File: config.mk
export PLATFORM = sky130hd
export DESIGN_NAME = versatile_io_wbs_mux
export DESIGN_NICKNAME = d
export VERILOG_FILES = /design/src/rtl/versatile_io_pkg.sv /design/src/rtl/versatile_io_timeout.sv /design/src/rtl/versatile_io_wbs_mux.sv
export SDC_FILE = /design/constraint.sdc
export NUM_CORES = 1
export LEC_CHECK = 0
export ABC_CLOCK_PERIOD_IN_PS = 2000
export BUFFER_PORTS_ARGS = -buffer_cell sky130_fd_sc_hd__buf_4
export CAP_MARGIN = 20
export CORE_MARGIN = 5
export CORE_UTILIZATION = 38
export CTS_CLUSTER_SIZE = 40
export DETAILED_ROUTE_END_ITERATION = 10
export PLACE_DENSITY = 0.92
export SLEW_MARGIN = 20
export SYNTH_ARGS = -nofsm -noshare
export SYNTH_HDL_FRONTEND = slang
export SYNTH_SLANG_ARGS = --single-unit
File: constraint.sdc
create_clock -name wbs_clk -period 2 [get_ports wbs_clk]
set_input_delay 0.1 -clock wbs_clk [delete_from_list [all_inputs] [get_ports wbs_clk]]
set_output_delay 0.1 -clock wbs_clk [all_outputs]
set_load 0.01 [all_outputs]
File: src/rtl/versatile_io_pkg.sv
// Shared definitions for the versatile_io Wishbone-to-byte-channel mux:
// FSM state encoding, default address-map/timeout constants and the
// byte/word packing helpers.
package versatile_io_pkg;

  typedef enum logic [1:0] {
    IDLE = 2'd0,
    BUSY = 2'd1,
    RESP = 2'd2,
    ERR  = 2'd3
  } state_t;

  localparam int DEF_MAP_HI = 15;
  localparam int DEF_MAP_LO = 12;
  localparam int DEF_TO_CYC = 255;

  // Collapse a 32-bit word to one byte: OR of every byte lane whose select is set.
  function automatic logic [7:0] tobyte(input logic [31:0] word, input logic [3:0] sel);
    logic [7:0] b;
    b = 8'h00;
    for (int i = 0; i < 4; i++) begin
      if (sel[i]) b = b | word[i*8 +: 8];
    end
    return b;
  endfunction

  // Replicate a byte across all four lanes of a Wishbone word.
  function automatic logic [31:0] toword(input logic [7:0] b);
    return {4{b}};
  endfunction

endpackage

File: src/rtl/versatile_io_timeout.sv
// Saturating BUSY-cycle counter. Held at zero while clear is high, counts
// up while enable is high, and flags tc once the count equals LIMIT.
// Only instantiated when VIO_TIMEOUT_EN is defined.
module versatile_io_timeout
  import versatile_io_pkg::*;
#(
  parameter int LIMIT = DEF_TO_CYC
) (
  input  logic clk,
  input  logic rst_n,
  input  logic clear,
  input  logic enable,
  output logic tc
);

  localparam int CNT_W = (LIMIT < 1) ? 1 : $clog2(LIMIT + 1);

  logic [CNT_W-1:0] count_reg;

  assign tc = enable && (count_reg == CNT_W'(LIMIT));

  // Count BUSY cycles; stop at the limit so the flag cannot wrap away.
  always_ff @(posedge clk or negedge rst_n) begin
    if (!rst_n) begin
      count_reg <= '0;
    end else if (clear) begin
      count_reg <= '0;
    end else if (enable && !tc) begin
      count_reg <= count_reg + CNT_W'(1);
    end
  end

endmodule

File: src/rtl/versatile_io_wbs_mux.sv
// Wishbone slave that routes single byte accesses to one of NR_CH byte-wide
// peripheral channels selected by an address-field decode.
// Optional feature: define VIO_TIMEOUT_EN to abort a channel that does not
// acknowledge within TO_CYC cycles (reported as a Wishbone error).
module versatile_io_wbs_mux
  import versatile_io_pkg::*;
#(
  parameter int                   NR_CH   = 4,
  parameter int                   MAP_HI  = DEF_MAP_HI,
  parameter int                   MAP_LO  = DEF_MAP_LO,
  parameter logic [NR_CH*32-1:0]  CH_BASE = {32'h4000, 32'h3000, 32'h2000, 32'h1000},
  parameter int                   ADR_W   = 3,
  parameter int                   TO_CYC  = DEF_TO_CYC
) (
  input  logic                 wbs_clk,
  input  logic                 wbs_rst,
  input  logic [31:0]          wbs_dat_i,
  input  logic [31:0]          wbs_adr_i,
  input  logic [3:0]           wbs_sel_i,
  input  logic                 wbs_we_i,
  input  logic                 wbs_stb_i,
  input  logic                 wbs_cyc_i,
  output logic [31:0]          wbs_dat_o,
  output logic                 wbs_ack_o,
  output logic                 wbs_err_o,
  output logic                 wbs_stall_o,
  output logic [7:0]           ch_dat_o,
  output logic [ADR_W-1:0]     ch_adr_o,
  output logic                 ch_we_o,
  output logic                 ch_stb_o,
  output logic [NR_CH-1:0]     ch_cyc_o,
  input  logic [NR_CH*8-1:0]   ch_dat_i,
  input  logic [NR_CH-1:0]     ch_ack_i
);

  localparam int IDX_W = (NR_CH > 1) ? $clog2(NR_CH) : 1;

  state_t           state_reg, state_next;
  logic [IDX_W-1:0] idx_reg, hit_idx;
  logic [NR_CH-1:0] hit_vec;
  logic [7:0]       ch_byte [NR_CH];
  logic [ADR_W-1:0] adr_reg;
  logic             we_reg;
  logic [7:0]       wbyte_reg, rbyte_reg;
  logic             req, good_req, accept, sel_ack, abort, timeout;
  logic             unused_adr;

  // Only the decoded field and the low channel-address bits matter.
  assign unused_adr = ^wbs_adr_i;

  assign req      = wbs_cyc_i & wbs_stb_i;
  assign good_req = (|hit_vec) && (wbs_sel_i != 4'b0000);
  assign accept   = (state_reg == IDLE) && req && good_req;
  assign sel_ack  = ch_ack_i[idx_reg];
  assign abort    = !wbs_cyc_i;

  genvar gi;
  generate
    for (gi = 0; gi < NR_CH; gi++) begin : g_chan
      assign hit_vec[gi] = (wbs_adr_i[MAP_HI:MAP_LO] == CH_BASE[gi*32+MAP_HI : gi*32+MAP_LO]);
      assign ch_byte[gi] = ch_dat_i[gi*8 +: 8];
    end
  endgenerate

  // Priority encoder: scanning downwards leaves the lowest hitting index.
  always_comb begin
    hit_idx = '0;
    for (int i = NR_CH - 1; i >= 0; i--) begin
      if (hit_vec[i]) hit_idx = IDX_W'(i);
    end
  end

`ifdef VIO_TIMEOUT_EN
  versatile_io_timeout #(
    .LIMIT(TO_CYC)
  ) u_timeout (
    .clk   (wbs_clk),
    .rst_n (wbs_rst),
    .clear (state_reg != BUSY),
    .enable(state_reg == BUSY),
    .tc    (timeout)
  );
`else
  assign timeout = 1'b0;
`endif

  // State register.
  always_ff @(posedge wbs_clk or negedge wbs_rst) begin
    if (!wbs_rst) begin
      state_reg <= IDLE;
    end else begin
      state_reg <= state_next;
    end
  end

  // Next-state and Wishbone/channel handshake outputs. A master abort wins
  // over a simultaneous channel ack, which in turn wins over a timeout.
  always_comb begin
    state_next  = state_reg;
    wbs_ack_o   = 1'b0;
    wbs_err_o   = 1'b0;
    wbs_dat_o   = 32'h0;
    wbs_stall_o = (state_reg != IDLE);
    ch_stb_o    = 1'b0;
    ch_cyc_o    = '0;
    unique case (state_reg)
      IDLE: begin
        if (req) state_next = good_req ? BUSY : ERR;
      end
      BUSY: begin
        ch_stb_o          = 1'b1;
        ch_cyc_o[idx_reg] = 1'b1;
        if (abort)        state_next = IDLE;
        else if (sel_ack) state_next = RESP;
        else if (timeout) state_next = ERR;
      end
      RESP: begin
        wbs_ack_o  = 1'b1;
        wbs_dat_o  = toword(rbyte_reg);
        state_next = IDLE;
      end
      ERR: begin
        wbs_err_o  = 1'b1;
        state_next = IDLE;
      end
      default: state_next = IDLE;
    endcase
  end

  // Request latch on acceptance and read-byte capture on the channel ack.
  // Writes return an all-zero data word.
  always_ff @(posedge wbs_clk or negedge wbs_rst) begin
    if (!wbs_rst) begin
      idx_reg   <= '0;
      adr_reg   <= '0;
      we_reg    <= 1'b0;
      wbyte_reg <= 8'h00;
      rbyte_reg <= 8'h00;
    end else begin
      if (accept) begin
        idx_reg   <= hit_idx;
        adr_reg   <= wbs_adr_i[ADR_W-1:0];
        we_reg    <= wbs_we_i;
        wbyte_reg <= tobyte(wbs_dat_i, wbs_sel_i);
      end
      if ((state_reg == BUSY) && !abort && sel_ack) begin
        rbyte_reg <= we_reg ? 8'h00 : ch_byte[idx_reg];
      end
    end
  end

  assign ch_dat_o = wbyte_reg;
  assign ch_adr_o = adr_reg;
  assign ch_we_o  = we_reg;

endmodule

# == Yosys cells after proc, flatten, opt, wreduce, memory -nomap -nowiden ==
# Cells that the tools add are included.
# totals
word_cells,64
out_inout_bits,52
ff_bits,24
input_bits,109
# classes
order_cmp,3
reduce_logical,12
bitwise,5
muxes,29
n_eq_ne,9
# op_table
cell,n
8-bit 2-to-1 mux,10
32-bit 2-to-1 mux,1
8-bit bitwise OR,3
8-bit binary-select mux with 2-bit select,1
2-bit 2-to-1 mux,8
"4-bit by 2-bit == test with 1-bit output, second input constant",2
1-bit logical AND,6
2-bit case mux with 3 select lines,1
1-bit 2-to-1 mux,5
"2-bit == test, second input constant",2
"4-bit by 1-bit == test with 1-bit output, second input constant",1
"4-bit by 3-bit == test with 1-bit output, second input constant",1
4-bit 2-to-1 mux,1
4-bit nonzero test,1
4-bit OR reduction,1
"3-bit greater-or-equal comparator, second input constant",1
"2-bit by 3-bit less-than comparator with 1-bit output, second input constant",1
"3-bit != test, second input constant",1
2-bit NOT with 3-bit output,1
1-bit binary-select mux with 2-bit select,1
1-bit demux with 2-bit select,1
"2-bit by 1-bit == test with 1-bit output, second input constant",1
"2-bit by 1-bit greater-or-equal comparator with 1-bit output, second input constant",1
2-bit logical NOT,1
other kinds (5),5

# == Depth between registers and ports, before layout ==
# Gate-level depths: netlist of run 1.
# depth
word_depth,13
depth_mapped,6
mapped_depth_nobuf,4

# == Worst setup path after synthesis of run 1 ==
# OpenSTA, ideal clock, no wires.
# synth_path
kind,reg2reg
start,register idx_reg[0]
end,register rbyte_reg[5]
stages_incl_launch_ff,6
slack_ns,0.492
synth_period_minus_slack_ns,1.508
arrival_ns,1.381
setup_time_ns,0.128
path_buffers,2
required_time_ns,1.872
path_cell_list,dfrtp_1 buf_2 mux4_2 nand3_2 buf_2 o21ai_0
# synth_via
elab_chain_cells,5
elab_cells_between_ends,8
cone_classes,mux: 6; bitwise: 1; reduce/logical: 1
# synth_lines
element,line_no,source
"start, declared",versatile_io_wbs_mux.sv:39,"logic [IDX_W-1:0] idx_reg, hit_idx;"
"start signal, assigned",versatile_io_wbs_mux.sv:141,idx_reg <= hit_idx;
2-bit NOT with 3-bit output (implied by the code),versatile_io_wbs_mux.sv:147,rbyte_reg <= we_reg ? 8'h00 : ch_byte[idx_reg];
8-bit binary-select mux with 2-bit select,versatile_io_wbs_mux.sv:147,
8-bit 2-to-1 mux (implied by the code) (2 in series),versatile_io_wbs_mux.sv:147,
8-bit 2-to-1 mux,versatile_io_wbs_mux.sv:147,
"end signal, assigned",versatile_io_wbs_mux.sv:147,
"end, declared",versatile_io_wbs_mux.sv:44,"logic [7:0] wbyte_reg, rbyte_reg;"
# Several ways; a longest one is shown, not always the timed one. The select of a mux whose other input is x is not followed.
# A chain may end at the register's enable or synchronous reset.

# == Worst setup path after layout of run 1 ==
# layout_path
start,register state_reg[0]
end,output wbs_dat_o[17]
# layout_via
elab_chain_cells,2
# layout_lines
element,line_no,source
"start, declared",versatile_io_wbs_mux.sv:38,"state_t state_reg, state_next;"
"start signal, assigned",versatile_io_wbs_mux.sv:92,state_reg <= state_next;
2-bit == test,versatile_io_wbs_mux.sv:106,unique case (state_reg)
32-bit 2-to-1 mux,versatile_io_wbs_mux.sv:106,
"end, declared",versatile_io_wbs_mux.sv:23,"output logic [31:0] wbs_dat_o,"
# No other way between the ends.

==> results of run 1 <==
-- routing by layer --
metal	wire length [um]	track usage, %	up-vias
li1	-	-	779
met1	1850	17.7	762
met2	2970	35.0	101
met3	629	4.69	4
met4	33	2.53	0
met5	0	0	-
-- per-stage QoR --
stage	area [sq um]	instances	hold slack, ns	utilization [%]
3_5_place_dp	2620	321	0.0222	59.4
5_1_grt	2690	326	0.0580	60.9
4_1_cts	2690	326	0.0574	60.9
3_3_place_gp	2620	321	0.0167	59.4
2_1_floorplan	1760	165	-0.196	-
6_report	2690	326	0.0653	60.9
-- logic make-up (layout without fill, tap and decap cells) --
kind of cell | Yosys count | in the layout | synth area share [%]
AOI/OAI and AO/OA | 29 | 29 | 11.1
DFF | 24 | 24 | 34.0
and+or+nand+nor | 52 | 52 | 17.6
muxes | 23 | 23 | 22.6
xor gates and xnor gates | 1 | 1 | 0.497
buffers and inverters | 36 | 145 | 14.3
-- critical path: stages (launching register included) --
cell     delay (ns)
dfrtp_1        0.43
nor2b_1        0.42
and2_1         0.28
buf_4          0.16
-- cell type report --
| cell class | instances | area, sq um |
|---|---|---|
| multi-input combinational | 105 | 912 |
| sequential | 24 | 601 |
| tap | 52 | 65.1 |
| timing repair buffer | 139 | 1050 |
| fill | 386 | 1730 |
| clock buffer | 4 | 55.1 |
| inverter | 2 | 7.51 |
-- cells in the final DEF, fill, tap and decap left out --
cell	Yosys	routed
o21a_1	1	1
nor3_1	2	2
nor2_1	4	4
nand3_2	1	1
nand4_4	1	1
nor2b_1	2	2
nand2_1	19	19
clkbuf_8	0	4
inv_1	2	2
a2111oi_1	1	1
and3b_1	1	1
mux2_2	4	4
nor4_4	1	1
xnor2_1	1	1
nor4_2	1	1
and3_1	1	1
nand2b_1	8	8
a22oi_1	16	16
and2_1	9	9
nand3b_1	1	1
a21boi_0	1	1
buf_4	28	138
mux4_2	9	9
nor3b_1	1	1
mux2_4	10	10
dlygate4sd3_1	0	1
o21ai_0	9	9
dfrtp_1	24	24
a21oi_1	1	1
-- path summary, 6_finish.rpt --
path	end	startpoint	slack, ns
setup / recovery	wbs_dat_o[17]	state_reg[0]$_DFFE_PN0P_	0.36
hold / removal	ch_we_o$_DFFE_PN0P_	wbs_we_i	0.07
setup reg to reg	ch_adr_o[1]$_DFFE_PN0P_	state_reg[0]$_DFFE_PN0P_	0.41
hold reg to reg	rbyte_reg[1]$_DFFE_PN0P_	rbyte_reg[1]$_DFFE_PN0P_	0.49
max in group asynchronous	rbyte_reg[2]$_DFFE_PN0P_	wbs_rst	1.49
min in group asynchronous	ch_dat_o[0]$_DFFE_PN0P_	wbs_rst	0.27
-- timing repair --
item	in CTS	in global routing
resized for setup	0	0
hold buffers	1	0
hold endpoints to repair	24	0
-- power groups by stage --
| stage | Sequential (mW) | Combinational, mW | Clock [mW] |
|---|---|---|---|
| 6_report | 0.828 | 1.34 | 0.330 |
| 3_5_place_dp | 0.840 | 1.36 | 0 |
| 5_1_grt | 0.868 | 1.46 | 0.363 |
| 3_3_place_gp | 0.822 | 1.33 | 0 |
| 2_1_floorplan | 0.864 | 0.748 | 0 |
| 4_1_cts | 0.833 | 1.37 | 0.343 |
==> impl_metrics.csv, run 1 <==
group,metric,value,unit
status,outcome,"finished clean",
grt,grt_usage,17.3,%
routing,drt-pass1-iter-count,4,
routing,drc,0,
setup_path,worst-path-max-fanout,9,
power_and_ir_drop,p_leak,1.38,nW
sta,setup_tns,0,ns
cts,cts_made_buffers,3,
sta,skew,0.00357,ns
setup_path,crit_type,"reg -> out",
routing,wl_per_cell,16.8,um
yosys,synthArstFlopShare,100,%
sta,clock.fmax,0.608,GHz
sta,fin_crit,1.64,ns
power_and_ir_drop,total_power,2.50,mW
grt,grt_pass1_wl,8.75,mm
sta,setup_viol,0,
power_and_ir_drop,pwr-share-clk,13.2,%
sta,setup_ws,0.356,ns
setup_path,cp-start-kind,"register",
power_and_ir_drop,power_density,930,nW/um^2
power_and_ir_drop,vdd_ir_drop_max,0.000478,V
cts,clkTransAtPathRegs,0.09,ns
sta,finalCritPeriodShare,82.2,%
sta,worst_slew_pin_slew,0.483,ns
yosys,ys.flop_type,"dfrtp_1",
cts,cts_sinks,24,
cells_and_area,drive_gt1_share,61.7,%
place,routabilityCongestion,0.748,
die,dieArea,6110,sq um
yosys,synth_edf_count,0,
die,coreArea,4410,sq um
cells_and_area,area_growth,52.3,%
yosys,synth_commonest_cells,"buf_4 (28), dfrtp_1 (24), nand2_1 (19)",
grt,grt_max_degree,25,
routing,vias_per_cell,5.05,
routing,drtIter0Drc,30,
die,die_h,78.1,um
power_and_ir_drop,power_frac_seq,33.2,%
setup_path,cp.required,1.90,ns
routing,dr_total_vias,1646,
place,port_buffers,135,
place,pre_cts_slack,0.332,ns
cells_and_area,diodes,0,
yosys,synthCells,165,
power_and_ir_drop,p_sw_share,33.9,%
flow_run,cap_viol_max_count,0,
setup_path,worst-r2r-cell-count,3,
yosys,ys_types,30,
yosys,yosys.area.top_type,"dfrtp_1",
power_and_ir_drop,p_int,1.65,mW
yosys,synth_seq_cells,24,
yosys,synthTopCellsByArea,"dfrtp_1 (34%), buf_4 (12%), mux4_2 (11%)",
cts,clk_latency,0.26,ns
die,num_io_pins,161,
cts,cts_tree,"yes",
cts,post-cts-setup-buffers,0,
power_and_ir_drop,comb_power_share,53.6,%
grt,antenna_found_initial,0,
sta,rsz0062_at_grt,"no",
hold_path,min_delay_path_depth,2,
yosys,synthesis.nets,274,
die,dieWidth,78.1,um
routing,ant_nets,0,
setup_path,arrival,1.54,ns
yosys,yosysTopAreaCellShare,34.0,%
grt,grt_pass1_vias,1841,
yosys,syn_area,1760,sq um
grt,globalRouteOverflowTotal,0,
yosys,syn_avg_cell_area,10.7,sq um
power_and_ir_drop,netSwitchingPower,847,uW
sta,final_max_slew_viol_count,0,
cells_and_area,fin_nets,384,
yosys,yosysWarnings,0,
yosys,ys_seq_area_share,34.0,%
yosys,yosysMostFrequentCell,"buf_4",
cts,cts_buffer_depth,2,
sta,hold_viol,0,
die,num_rows,24,
sta,max-slew-margin-rel,67.7,%
place,hpwl,4.69,mm
routing,routed_wl,5.49,mm
cts,cts_root_buf,"clkbuf_8",
hold_path,hold_path.class,"in -> reg",
die,start_util,40.0,%
setup_path,endpoint_kind,"primary output",
cts,htree_levels,1,
Power figures use the tool's default switching activity.
==> run 2: changes to the inputs <==
- ABC_AREA: default -> 1
- ABC_CLOCK_PERIOD_IN_PS: 2000 -> 1550
- CORE_UTILIZATION: 38 -> 39
- clock period: 2 -> 1.55 ns (I/O delays scaled with it)
==> impl_metrics.csv, run 2 <==
group,metric,value,unit
die,dieWidth,79.4,um
setup_path,cp-start-kind,"register",
power_and_ir_drop,vdd_ir_drop_max,0.00108,V
cts,htree_levels,1,
place,port_buffers,135,
grt,grt_max_degree,25,
yosys,synthesis.nets,404,
place,routabilityCongestion,0.811,
place,pre_cts_slack,0.165,ns
routing,drtIter0Drc,79,
yosys,yosysWarnings,0,
cts,cts_made_buffers,3,
yosys,ys_seq_area_share,32.0,%
cells_and_area,mostFrequentLayoutCells,"buf_4 (139), nand2_1 (119), nand3_1 (36)",
die,num_io_pins,161,
setup_path,cp_slowest_cell,"dfrtp_1",
yosys,yosysTopAreaCellShare,32.0,%
power_and_ir_drop,p_leak,1.66,nW
cts,clk_latency,0.26,ns
yosys,yosys.area.top_type,"dfrtp_1",
cells_and_area,multiInputGateArea,948,sq um
grt,grtUsageMet1,18.9,%
grt,antenna_found_initial,0,
sta,max-slew-margin-rel,75.0,%
yosys,ys_types,18,
die,num_rows,25,
sta,skew,0.00178,ns
yosys,synthTopCellsByArea,"dfrtp_1 (32%), nand2_1 (24%), buf_4 (10%)",
sta,fin_crit,1.41,ns
die,die_h,79.4,um
sta,setup_ws,0.139,ns
sta,whs,0.00754,ns
setup_path,crit_buf_inv,2,
setup_path,worst-path-max-fanout,11,
grt,grt_pass1_wl,8.77,mm
setup_path,arrival,1.61,ns
setup_path,crit_path_cell_trace,"inv_1 -> nand2_1 -> nand2_1 -> nand2_2 -> inv_2 -> nand2_1 -> nand2_1",
cts,cts_buffer_depth,2,
power_and_ir_drop,power_density,1180,nW/um^2
yosys,syn_avg_cell_area,6.36,sq um
routing,drt-pass1-iter-count,4,
setup_path,crit_path_max_incr_delay,0.42,ns
cts,clkTransAtPathRegs,0.08,ns
die,coreArea,4690,sq um
grt,grt_pass1_vias,2026,
cells_and_area,mostFrequentLayoutCell,"buf_4",
cts,cts_root_buf,"clkbuf_8",
die,start_util,40.0,%
hold_path,hold_path.class,"in -> reg",
routing,routed_wl,5.57,mm
yosys,synthArstFlopShare,100,%
yosys,yosysMostFrequentCell,"nand2_1",
setup_path,crit_type,"reg -> reg",
grt,grt_use_met3,4.74,%
routing,wl_per_cell,12.1,um
yosys,synth_commonest_cells,"nand2_1 (119), nand3_1 (36), nor2_1 (30)",
cells_and_area,area_growth,51.6,%
routing,ant_nets,0,
die,dieArea,6300,sq um
sta,clock.fmax,0.709,GHz
routing,vias_per_cell,4.69,
cells_and_area,drive_gt1_share,42.0,%
setup_path,endpoint_kind,"register",
cts,cts_tree,"yes",
sta,final_max_slew_viol_count,0,
yosys,syn_area,1880,sq um
cells_and_area,fin_nets,515,
sta,hold_viol,0,
setup_path,critPathMostFrequentCell,"nand2_1",
yosys,synthCells,295,
yosys,ys.flop_type,"dfrtp_1",
setup_path,cp.required,1.75,ns
place,hpwl,4.62,mm
grt,grt.busiest_layer,"met2",
setup_path,cp_top_family,"simple AND/OR/NAND/NOR gates",
sta,finalCritPeriodShare,91.0,%
yosys,synth_edf_count,0,
flow_run,cap_viol_max_count,0,
routing,dr_total_vias,2152,
routing,drc,0,
grt,grt_use_met2,32.7,%
cells_and_area,diodes,0,
sta,worst_slew_pin_slew,0.374,ns
grt,globalRouteOverflowTotal,0,
cells_and_area,n_fill_cell,425,
status,outcome,"finished clean",
cells_and_area,ff_latch_area,602,sq um
grt,grt_usage,17.0,%
cts,cts_sinks,24,
sta,setup_viol,0,
sta,rsz0062_at_grt,"no",
yosys,synth_seq_cells,24,
cells_and_area,fin_util,60.6,%
run 2: layout make-up:
type | count | share of cell area, %
timing repair buffer | 143 | 38.4
multi-input combinational | 213 | 33.3
inverter | 21 | 2.77
clock buffer | 4 | 1.93
sequential | 24 | 21.2
tap | 54 | 2.37
run 2: worst register-to-register path: stages (launching register included):
cell and delay (ns):
dfrtp_1 0.42, inv_1 0.31, nand2_1 0.13, nand2_1 0.09, nand2_2 0.12, inv_2 0.14
nand2_1 0.07, nand2_1 0.07
run 2: kinds of logic after synthesis:
family,Yosys count,synth area share [%]
compound gates,18,6.40
buf+inv,58,18.7
flops,24,32.0
simple gates,195,42.9
run 2: power breakdown:
group	total, mW	leakage (nW)	switching (mW)	internal [mW]
registers	1.08	0.303	0.199	0.884
clock network	0.413	0.0288	0.187	0.226
logic	1.87	1.33	0.981	0.893
run 2: stage by stage:
step	TNS, ns	total power [mW]	std cells	area, sq um
final	0	3.37	459	2850
after CTS	-0.531	3.38	459	2830
after detailed placement	0	2.94	452	2740
after floorplan	0	2.18	295	1880
after global routing	0	3.67	459	2850
after global placement	0	2.87	452	2740
run 2: final timing paths:
check | to | slack [ns] | cells past startpoint | startpoint
worst max-delay path | rbyte_reg[2]$_DFFE_PN0P_ | 0.14 | 7 | idx_reg[1]$_DFFE_PN0P_
worst min-delay path | ch_we_o$_DFFE_PN0P_ | 0.008 | 3 | wbs_we_i
worst max register to register | rbyte_reg[2]$_DFFE_PN0P_ | 0.14 | 7 | idx_reg[1]$_DFFE_PN0P_
worst min register to register | rbyte_reg[3]$_DFFE_PN0P_ | 0.48 | 2 | rbyte_reg[3]$_DFFE_PN0P_
max in group asynchronous | idx_reg[0]$_DFFE_PN0P_ | 1.04 | 2 | wbs_rst
min in group asynchronous | rbyte_reg[2]$_DFFE_PN0P_ | 0.26 | 2 | wbs_rst
run 2: layer usage:
| metal | vias to the layer above | wire length [um] |
|---|---|---|
| met2 | 82 | 2940 |
| li1 | 1114 | - |
| met4 | 0 | 76 |
| met1 | 950 | 2120 |
| met5 | - | 0 |
| met3 | 6 | 434 |
run 2: what timing repair did:
| item | in CTS | in global routing |
|---|---|---|
| hold buffers | 3 | 0 |
| endpoints found under the hold margin | 26 | 0 |
| buffers inserted | 0 | 0 |
| endpoints found under the setup margin | 28 | 33 |
| resized for setup | 2 | 9 |
